<file path="src/rtl/uart_cmd_bridge_if.sv">
// Signal bundle between the command bridge, the uart byte core and the internal memory bus.
// master = bridge side, slave = uart core / bus fabric side.
interface uart_cmd_bridge_if #(
  parameter int ADDR_W = 16,
  parameter int DATA_W = 32
);
  logic              uart_received;
  logic [7:0]        uart_rx_byte;
  logic              uart_recv_error;
  logic              uart_transmit_n;
  logic [7:0]        uart_tx_byte;
  logic              uart_is_transmitting;
  logic              bus_req;
  logic              bus_we;
  logic [ADDR_W-1:0] bus_addr;
  logic [DATA_W-1:0] bus_wdata;
  logic              bus_ack;
  logic [DATA_W-1:0] bus_rdata;
  logic              busy;

  modport master (
    input  uart_received, uart_rx_byte, uart_recv_error, uart_is_transmitting,
    input  bus_ack, bus_rdata,
    output uart_transmit_n, uart_tx_byte, bus_req, bus_we, bus_addr, bus_wdata, busy
  );

  modport slave (
    output uart_received, uart_rx_byte, uart_recv_error, uart_is_transmitting,
    output bus_ack, bus_rdata,
    input  uart_transmit_n, uart_tx_byte, bus_req, bus_we, bus_addr, bus_wdata, busy
  );
endinterface

</file>
<file path="src/rtl/uart_cmd_bridge.sv">
// Serial command decoder: 'W' addr data -> bus write, 'R' addr -> bus read, replies over uart tx.
// state       | meaning
// IDLE        | waiting for an opcode byte
// GET_ADDR    | shifting address bytes in, MSB first
// GET_DATA    | shifting write-data bytes in, MSB first
// BUS         | bus_req high, waiting for bus_ack or bus timeout
// SEND        | load next response byte and fire the 1-cycle tx strobe
// WAIT_BUSY   | waiting for the uart to report it has taken the byte
// WAIT_IDLE   | waiting for the uart to finish; then next byte or IDLE
module uart_cmd_bridge #(
  parameter int ADDR_W      = 16,
  parameter int DATA_W      = 32,
  parameter int RX_TIMEOUT  = 2000000,
  parameter int BUS_TIMEOUT = 255
) (
  input logic              clk,
  input logic              rst_n,
  uart_cmd_bridge_if.master ifc
);
  localparam int ADDR_B = ADDR_W / 8;
  localparam int DATA_B = DATA_W / 8;
  localparam int CNT_W  = $clog2((ADDR_B > DATA_B ? ADDR_B : DATA_B) + 1);
  localparam int RSP_W  = $clog2(DATA_B + 1);
  localparam int RXT_W  = $clog2(RX_TIMEOUT + 1);
  localparam int BUST_W = $clog2(BUS_TIMEOUT + 1);

  localparam logic [RXT_W-1:0]  RXT_LOAD  = RXT_W'(RX_TIMEOUT - 1);
  localparam logic [BUST_W-1:0] BUST_LOAD = BUST_W'(BUS_TIMEOUT - 1);

  typedef enum logic [2:0] {
    S_IDLE, S_GET_ADDR, S_GET_DATA, S_BUS, S_SEND, S_WAIT_BUSY, S_WAIT_IDLE
  } state_t;

  state_t              state_q, state_d;
  logic [ADDR_W-1:0]   addr_q, addr_d;
  logic [DATA_W-1:0]   wdata_q, wdata_d;
  logic                we_q, we_d;
  logic [CNT_W-1:0]    cnt_q, cnt_d;
  logic [RXT_W-1:0]    rxt_q, rxt_d;
  logic [BUST_W-1:0]   bust_q, bust_d;
  logic [DATA_W-1:0]   rsp_q, rsp_d;
  logic [RSP_W-1:0]    rsp_cnt_q, rsp_cnt_d;
  logic [7:0]          tx_byte_q, tx_byte_d;
  logic                tx_n_q, tx_n_d;
  logic                rx_ok;

  // Single-byte responses sit MSB-aligned so SEND always takes the top byte.
  function automatic logic [DATA_W-1:0] one_byte(input logic [7:0] b);
    logic [DATA_W-1:0] r;
    r = '0;
    r[DATA_W-1 -: 8] = b;
    return r;
  endfunction

  assign rx_ok = ifc.uart_received && !ifc.uart_recv_error;

  always_ff @(posedge clk) begin
    if (!rst_n) begin
      state_q   <= S_IDLE;
      addr_q    <= '0;
      wdata_q   <= '0;
      we_q      <= 1'b0;
      cnt_q     <= '0;
      rxt_q     <= '0;
      bust_q    <= '0;
      rsp_q     <= '0;
      rsp_cnt_q <= '0;
      tx_byte_q <= '0;
      tx_n_q    <= 1'b1;
    end else begin
      state_q   <= state_d;
      addr_q    <= addr_d;
      wdata_q   <= wdata_d;
      we_q      <= we_d;
      cnt_q     <= cnt_d;
      rxt_q     <= rxt_d;
      bust_q    <= bust_d;
      rsp_q     <= rsp_d;
      rsp_cnt_q <= rsp_cnt_d;
      tx_byte_q <= tx_byte_d;
      tx_n_q    <= tx_n_d;
    end
  end

  always_comb begin
    state_d   = state_q;
    addr_d    = addr_q;
    wdata_d   = wdata_q;
    we_d      = we_q;
    cnt_d     = cnt_q;
    rxt_d     = rxt_q;
    bust_d    = bust_q;
    rsp_d     = rsp_q;
    rsp_cnt_d = rsp_cnt_q;
    tx_byte_d = tx_byte_q;
    tx_n_d    = 1'b1;
    case (state_q)
      S_IDLE: begin
        if (rx_ok) begin
          case (ifc.uart_rx_byte)
            8'h57, 8'h52: begin
              we_d    = (ifc.uart_rx_byte == 8'h57);
              cnt_d   = CNT_W'(ADDR_B);
              rxt_d   = RXT_LOAD;
              state_d = S_GET_ADDR;
            end
            default: begin
              rsp_d     = one_byte(8'h45);
              rsp_cnt_d = RSP_W'(1);
              state_d   = S_SEND;
            end
          endcase
        end
      end
      S_GET_ADDR, S_GET_DATA: begin
        if (ifc.uart_recv_error) begin
          state_d = S_IDLE;
        end else if (ifc.uart_received) begin
          rxt_d = RXT_LOAD;
          if (state_q == S_GET_ADDR) addr_d  = (addr_q << 8) | ADDR_W'(ifc.uart_rx_byte);
          else                       wdata_d = (wdata_q << 8) | DATA_W'(ifc.uart_rx_byte);
          if (cnt_q == CNT_W'(1)) begin
            if (state_q == S_GET_ADDR && we_q) begin
              cnt_d   = CNT_W'(DATA_B);
              state_d = S_GET_DATA;
            end else begin
              bust_d  = BUST_LOAD;
              state_d = S_BUS;
            end
          end else begin
            cnt_d = cnt_q - CNT_W'(1);
          end
        end else if (rxt_q == '0) begin
          state_d = S_IDLE;
        end else begin
          rxt_d = rxt_q - RXT_W'(1);
        end
      end
      S_BUS: begin
        if (ifc.bus_ack) begin
          rsp_d     = we_q ? one_byte(8'h4B) : ifc.bus_rdata;
          rsp_cnt_d = we_q ? RSP_W'(1) : RSP_W'(DATA_B);
          state_d   = S_SEND;
        end else if (bust_q == '0) begin
          rsp_d     = one_byte(8'h45);
          rsp_cnt_d = RSP_W'(1);
          state_d   = S_SEND;
        end else begin
          bust_d = bust_q - BUST_W'(1);
        end
      end
      S_SEND: begin
        tx_byte_d = rsp_q[DATA_W-1 -: 8];
        tx_n_d    = 1'b0;
        rsp_d     = rsp_q << 8;
        rsp_cnt_d = rsp_cnt_q - RSP_W'(1);
        state_d   = S_WAIT_BUSY;
      end
      S_WAIT_BUSY: begin
        if (ifc.uart_is_transmitting) state_d = S_WAIT_IDLE;
      end
      S_WAIT_IDLE: begin
        if (!ifc.uart_is_transmitting) state_d = (rsp_cnt_q != '0) ? S_SEND : S_IDLE;
      end
      default: state_d = S_IDLE;
    endcase
  end

  assign ifc.uart_transmit_n = tx_n_q;
  assign ifc.uart_tx_byte    = tx_byte_q;
  assign ifc.bus_req         = (state_q == S_BUS);
  assign ifc.bus_we          = we_q;
  assign ifc.bus_addr        = addr_q;
  assign ifc.bus_wdata       = wdata_q;
  assign ifc.busy            = (state_q != S_IDLE);
endmodule

</file>
<file path="src/flat_wrapper.sv">
// flat-port wrapper written by rule: the top's interface ports become plain ports
module uart_cmd_bridge_flat 
#(
  parameter int ADDR_W      = 16,
  parameter int DATA_W      = 32,
  parameter int RX_TIMEOUT  = 2000000,
  parameter int BUS_TIMEOUT = 255
)
  (clk, rst_n, ifc_uart_received, ifc_uart_rx_byte, ifc_uart_recv_error, ifc_uart_is_transmitting, ifc_bus_ack, ifc_bus_rdata, ifc_uart_transmit_n, ifc_uart_tx_byte, ifc_bus_req, ifc_bus_we, ifc_bus_addr, ifc_bus_wdata, ifc_busy);
  uart_cmd_bridge_if #(.ADDR_W(ADDR_W), .DATA_W(DATA_W)) ifc_i ();
  input logic clk;
  input logic rst_n;
  input wire logic [$bits(ifc_i.uart_received)-1:0] ifc_uart_received;
  input wire logic [$bits(ifc_i.uart_rx_byte)-1:0] ifc_uart_rx_byte;
  input wire logic [$bits(ifc_i.uart_recv_error)-1:0] ifc_uart_recv_error;
  input wire logic [$bits(ifc_i.uart_is_transmitting)-1:0] ifc_uart_is_transmitting;
  input wire logic [$bits(ifc_i.bus_ack)-1:0] ifc_bus_ack;
  input wire logic [$bits(ifc_i.bus_rdata)-1:0] ifc_bus_rdata;
  output wire logic [$bits(ifc_i.uart_transmit_n)-1:0] ifc_uart_transmit_n;
  output wire logic [$bits(ifc_i.uart_tx_byte)-1:0] ifc_uart_tx_byte;
  output wire logic [$bits(ifc_i.bus_req)-1:0] ifc_bus_req;
  output wire logic [$bits(ifc_i.bus_we)-1:0] ifc_bus_we;
  output wire logic [$bits(ifc_i.bus_addr)-1:0] ifc_bus_addr;
  output wire logic [$bits(ifc_i.bus_wdata)-1:0] ifc_bus_wdata;
  output wire logic [$bits(ifc_i.busy)-1:0] ifc_busy;
  assign ifc_i.uart_received = ifc_uart_received;
  assign ifc_i.uart_rx_byte = ifc_uart_rx_byte;
  assign ifc_i.uart_recv_error = ifc_uart_recv_error;
  assign ifc_i.uart_is_transmitting = ifc_uart_is_transmitting;
  assign ifc_i.bus_ack = ifc_bus_ack;
  assign ifc_i.bus_rdata = ifc_bus_rdata;
  assign ifc_uart_transmit_n = ifc_i.uart_transmit_n;
  assign ifc_uart_tx_byte = ifc_i.uart_tx_byte;
  assign ifc_bus_req = ifc_i.bus_req;
  assign ifc_bus_we = ifc_i.bus_we;
  assign ifc_bus_addr = ifc_i.bus_addr;
  assign ifc_bus_wdata = ifc_i.bus_wdata;
  assign ifc_busy = ifc_i.busy;
  uart_cmd_bridge #(.ADDR_W(ADDR_W), .DATA_W(DATA_W), .RX_TIMEOUT(RX_TIMEOUT), .BUS_TIMEOUT(BUS_TIMEOUT)) u_core (.clk(clk), .rst_n(rst_n), .ifc(ifc_i));
endmodule
</file>
<file path="config.mk">
export PLATFORM = sky130hd
export DESIGN_NAME = uart_cmd_bridge_flat
export DESIGN_NICKNAME = d
export VERILOG_FILES = /design/src/rtl/uart_cmd_bridge_if.sv /design/src/rtl/uart_cmd_bridge.sv /design/src/flat_wrapper.sv
export SDC_FILE = /design/constraint.sdc
export NUM_CORES = 1
export LEC_CHECK = 0
export CORE_ASPECT_RATIO = 0.6
export CORE_MARGIN = 2
export CORE_UTILIZATION = 45
export DETAILED_ROUTE_END_ITERATION = 10
export PLACE_DENSITY = 0.73
export SLEW_MARGIN = 25
export SYNTH_ARGS = -nofsm -noshare
export SYNTH_HDL_FRONTEND = slang
export SYNTH_SLANG_ARGS = --single-unit
export TNS_END_PERCENT = 100
</file>
<file path="constraint.sdc">
create_clock -name clk -period 4.3 [get_ports clk]
set_clock_uncertainty 0.2 [all_clocks]
set_input_delay 0.86 -clock clk [delete_from_list [all_inputs] [get_ports clk]]
set_output_delay 0.86 -clock clk [all_outputs]
set_load 0.05 [all_outputs]
</file>
Yosys cells after proc, flatten, opt, wreduce, memory -nomap -nowiden
Index checks and enable logic that the tools add are counted.
Widths: inputs -> output; s select.
{"block": "word_totals", "reg_bits": 128, "in_bits": 46, "out_inout_bits": 60}
{"block": "op_classes", "add_sub_neg": 4, "eq_ne": 25, "n_mux": 46, "n_bitwise": 4, "reduce_logical": 21}
{"cell": "$mux 32", "n": 5}
{"cell": "$mux 21", "n": 5}
{"cell": "$pmux 32 s3", "n": 1}
{"cell": "$mux 3", "n": 22}
{"cell": "$mux 8", "n": 6}
{"cell": "$pmux 21 s2", "n": 1}
{"cell": "$or 32x8->32", "n": 1}
{"cell": "$logic_not 21->1", "n": 1}
{"cell": "$sub 21x1->21 const B", "n": 1}
{"cell": "$ne 2x2->1 const B", "n": 9}
{"cell": "$pmux 3 s6", "n": 1}
{"cell": "$eq 8x7->1 const B", "n": 2}
{"cell": "$or 16x8->16", "n": 1}
{"cell": "$pmux 8 s2", "n": 1}
{"cell": "$reduce_and 4->1", "n": 3}
{"cell": "$reduce_and 6->1", "n": 2}
{"cell": "$eq 3x3->1 const B", "n": 3}
{"cell": "$pmux 3 s3", "n": 1}
{"cell": "$reduce_bool 3->1", "n": 3}
{"cell": "$logic_not 8->1", "n": 1}
{"cell": "$ne 4x3->1 const B", "n": 2}
{"cell": "$sub 8x1->8 const B", "n": 1}
{"cell": "$reduce_and 7->1", "n": 1}
{"cell": "$eq 3x1->1 const B", "n": 2}
{"cell": "15 further kinds", "n": 24}

Logic depth before layout (Yosys ltp)
Gate-level depths: netlist of the first run.
{"block": "depth", "word_depth": 7, "ltp_mapped": 9, "ltp_nobuf": 7}

Least setup slack after synthesis of the first run
Ideal clock, no wire load.
{"block": "synth_timing", "path_type": "input to register", "startpoint": "input port ifc_uart_rx_byte[5]", "endpoint": "register u_core.rxt_q[9]", "t_arrival_ps": 2543, "setup_slack_ps": 1442, "path_stages": 6, "cell_sequence": "nand4bb_1 > o41a_2 > nand2b_1 > buf_2 > o31a_1 > o21ba_2"}
{"block": "synth_between", "elab_chain_cells": 4}
{"item": "start, declared", "line": "flat_wrapper.sv:14", "source": "input wire logic [$bits(ifc_i.uart_rx_byte)-1:0] ifc_uart_rx_byte;"}
{"item": "$eq 8x7->1", "line": "uart_cmd_bridge.sv:100", "source": "case (ifc.uart_rx_byte)"}
{"item": "$reduce_or 2->1 (*)", "line": "uart_cmd_bridge.sv:100"}
{"item": "$ne 2x2->1 (no line) (*)"}
{"item": "$reduce_and 5->1 (no line) (*)"}
{"item": "end signal, assigned", "line": "uart_cmd_bridge.sv:76", "source": "rxt_q <= rxt_d;"}
{"item": "end, declared", "line": "uart_cmd_bridge.sv:39", "source": "logic [RXT_W-1:0] rxt_q, rxt_d;"}
Mark *: on every way between the ends. The rest lies on a longest branch, timed or not.
A chain may end at the register's enable or synchronous reset.

Worst setup path in the final report of the first run
{"block": "layout_timing", "startpoint": "register u_core.state_q[2]", "endpoint": "output port ifc_bus_req"}
{"block": "layout_between", "elab_chain_cells": 1}
{"item": "start, declared", "line": "uart_cmd_bridge.sv:34", "source": "state_t state_q, state_d;"}
{"item": "start signal, assigned", "line": "uart_cmd_bridge.sv:71", "source": "state_q <= state_d;"}
{"item": "$eq 3x2->1", "line": "uart_cmd_bridge.sv:171", "source": "assign ifc.bus_req = (state_q == S_BUS);"}
{"item": "end, declared", "line": "flat_wrapper.sv:21", "source": "output wire logic [$bits(ifc_i.bus_req)-1:0] ifc_bus_req;"}
Every way passes these cells.

==> reports/qor.yml, run 1 <==
worstHoldPathType: "flip-flop to flip-flop"
synth_edf_count: 0
io_buffers: 105
post_cts_resized: 0
crit_required_ns: 3.24
met3_length_um: 975
synth_area_leaders: "dfxtp_1, nand2_1, a21oi_1"
final_common_cell: "nand2_1"
leakage_nw: 2.532
synth_top_cell_area_share_pct: 44.91
fin_nets: 809
area_growth_pct: 29.78
cp-start-kind: "flip-flop"
multi_input_area_sq_um: 2870
most-common-layout-cells: "nand2_1, dfxtp_1, clkdlybuf4s50_1"
critical_path_class: "flip-flop to output port"
start_util_pct: 46.70
cts_hold_buf: 0
antenna_cells: 0
layout-drive-gt1-share_pct: 9.375
antenna_left: 0
vias_per_cell: 5.729
endpoint_kind: "output port"
synth_top_area_cell: "dfxtp_1"
p_per_area_nw_per_um2: 463.6
fp.dieW_um: 149.4
wl_met2_um: 6677
clock_sinks: 128
drt-met1-wl_um: 7511
setup_tns_ns: 0
dieArea_sq_um: 13630
place_congestion: 0.9406
worstPathArrival_ns: 2.65
syn_area_sq_um: 5705
status: "finished, final reports clean"
ir_drop_uv: 299.8
clk_latency_ns: 0.42
fillers: 1044
pre_cts_slack_ns: 0.5537
yosys_warnings: 0
grt_usage_pct: 22.90
yosys_most_used_dff: "dfxtp_1"
vias: 5345
die_y_um: 91.22
htree_levels: 4
worstMarginPinSlew_ns: 0.6990
drt_iter0_drc: 385
ys_seq_area_share_pct: 44.91
fin_ws_ns: 0.5926
routed_wl_um: 15320
root_buffer: "clkbuf_16"
first_pass_iters: 5
grt_pass1_wl_um: 24950
top_layer_used: "met4"
grt_pass1_vias: 4958
cts_buffer_depth: 2
ys_seq_elements: 128
setup_viol: 0
syn_inst: 667
wire_per_inst_um: 16.42
grt_overflow: 0
async_flop_share_pct: 0
syn_area_per_cell_sq_um: 8.554
final_util_pct: 60.60
ys_types: 76
rsz0062_at_grt: "no"
min_period_over_period_pct: 86.22
cts_tree: "built"
route.detailed.drc: 0
dpl.hpwl_um: 10840
path_max_fanout: 18
slew_headroom_pct: 53.31
antenna_found_initial: 0
fmax_mhz: 269.7
placeableCoreArea_sq_um: 12220
seq_area_sq_um: 2562
cts-buffers-inserted: 17
syn_nets: 721
std_cell_rows: 31
drv_cap: 0
grt_max_degree: 44
hold_viol_final: 0
clkSlewWorstSetupHoldPaths_ns: 0.06
pin_count: 106
fin_crit_ns: 3.707
drv_slew: 0
cts_setup_buffers: 0
power breakdown:
group	internal [mW]	switching [mW]
Combinational	0.261	0.412
Clock	0.874	0.584
Sequential	1.24	0.0629
Total	2.37	1.06
flip-flops by register name (all words and copies together), names as in the netlist, 3 cells and up:
register / cells
u_core.bust_q: 8
u_core.ifc.uart_tx_byte: 8
u_core.ifc.bus_wdata: 32
u_core.ifc.bus_addr: 16
u_core.rxt_q: 21
u_core.state_q: 3
u_core.rsp_cnt_q: 3
u_core.cnt_q: 3
u_core.rsp_q: 32
stage by stage:
stage	area [sq um]	std cells	hold slack, ns	total power, mW
floorplan	5705	667	0.2272	1.808
global placement	6805	901	0.2392	1.958
detailed placement	6807	901	0.2471	1.982
CTS	7405	933	0.2563	3.434
global route	7405	933	0.2737	3.572
finish	7405	933	0.2566	3.433
critical path, cell delays in order, from the launching register on:
cell and delay, ns:
dfxtp_1 0.74, nand3b_1 0.38, clkinv_1 0.32, clkdlybuf4s50_1 0.78
synthesized netlist by cell type, drive strengths merged (5+ instances only):
| cell type | instances |
|---|---|
| nand2 | 136 |
| buf | 9 |
| nor2 | 38 |
| inv | 16 |
| a22oi | 19 |
| o21ai | 13 |
| or3 | 9 |
| clkbuf | 34 |
| a21oi | 72 |
| or4 | 8 |
| a22o | 10 |
| dfxtp | 128 |
| nand3 | 11 |
| o31a | 9 |
| o2bb2ai | 19 |
| xnor2 | 5 |
| nor4 | 8 |
| ha | 8 |
| nor3 | 21 |
| a211oi | 9 |
cell families (layout without fill, tap and decap cells):
family          count (synthesis)  count (layout)  synth area share, %
compound gates                190             190                23.79
simple gates                  269             269                22.65
fa+ha+maj                       8               8                1.754
flops                         128             128                44.91
mux                             5               5               0.9210
xor+xnor                        7               7                1.075
buf+inv                        60             161                4.890
worst paths after layout:
path                               to  cells after the start                startpoint  slack (ns)
max                       ifc_bus_req                      3         u_core.state_q[2]        0.59
min          u_core.ifc.bus_wdata[31]                      2  u_core.ifc.bus_wdata[31]        0.26
max reg2reg           u_core.rsp_q[0]                      6         u_core.state_q[0]        1.44
min reg2reg  u_core.ifc.bus_wdata[31]                      2  u_core.ifc.bus_wdata[31]        0.26
per-layer routing:
metal / up-vias / track usage [%]
met5: - / 0
met4: 0 / 7.063
met3: 18 / 4.422
met2: 189 / 33.68
met1: 2553 / 33.66
li1: 2585 / -
final cells by class:
type / count / share of cell area [%]
clock buffer: 18 / 5.796
clock inverter: 14 / 2.281
inverter: 17 / 0.8618
multi-input combinational: 479 / 38.76
sequential: 128 / 34.61
tap: 165 / 2.788
timing repair buffer: 112 / 14.90
(Power assumes the default switching activity.)
==> run 2: changes to the inputs <==
--- a/config.mk
+++ b/config.mk
@@ -9,6 +9,7 @@
 export CORE_MARGIN = 2
 export CORE_UTILIZATION = 45
 export DETAILED_ROUTE_END_ITERATION = 10
+export HOLD_SLACK_MARGIN = 0.06
 export PLACE_DENSITY = 0.73
 export SLEW_MARGIN = 25
 export SYNTH_ARGS = -nofsm -noshare
==> results of run 2 <==
The final DEF is identical to that of run 1; final timing and power are the same.
==> run 3: changes to the inputs <==
--- a/config.mk
+++ b/config.mk
@@ -9,7 +9,7 @@
 export CORE_MARGIN = 2
 export CORE_UTILIZATION = 45
 export DETAILED_ROUTE_END_ITERATION = 10
-export HOLD_SLACK_MARGIN = 0.06
+export HOLD_SLACK_MARGIN = 0.1
 export PLACE_DENSITY = 0.73
 export SLEW_MARGIN = 25
 export SYNTH_ARGS = -nofsm -noshare
==> results of run 3 <==
The final DEF is identical to that of run 1; final timing and power are the same.
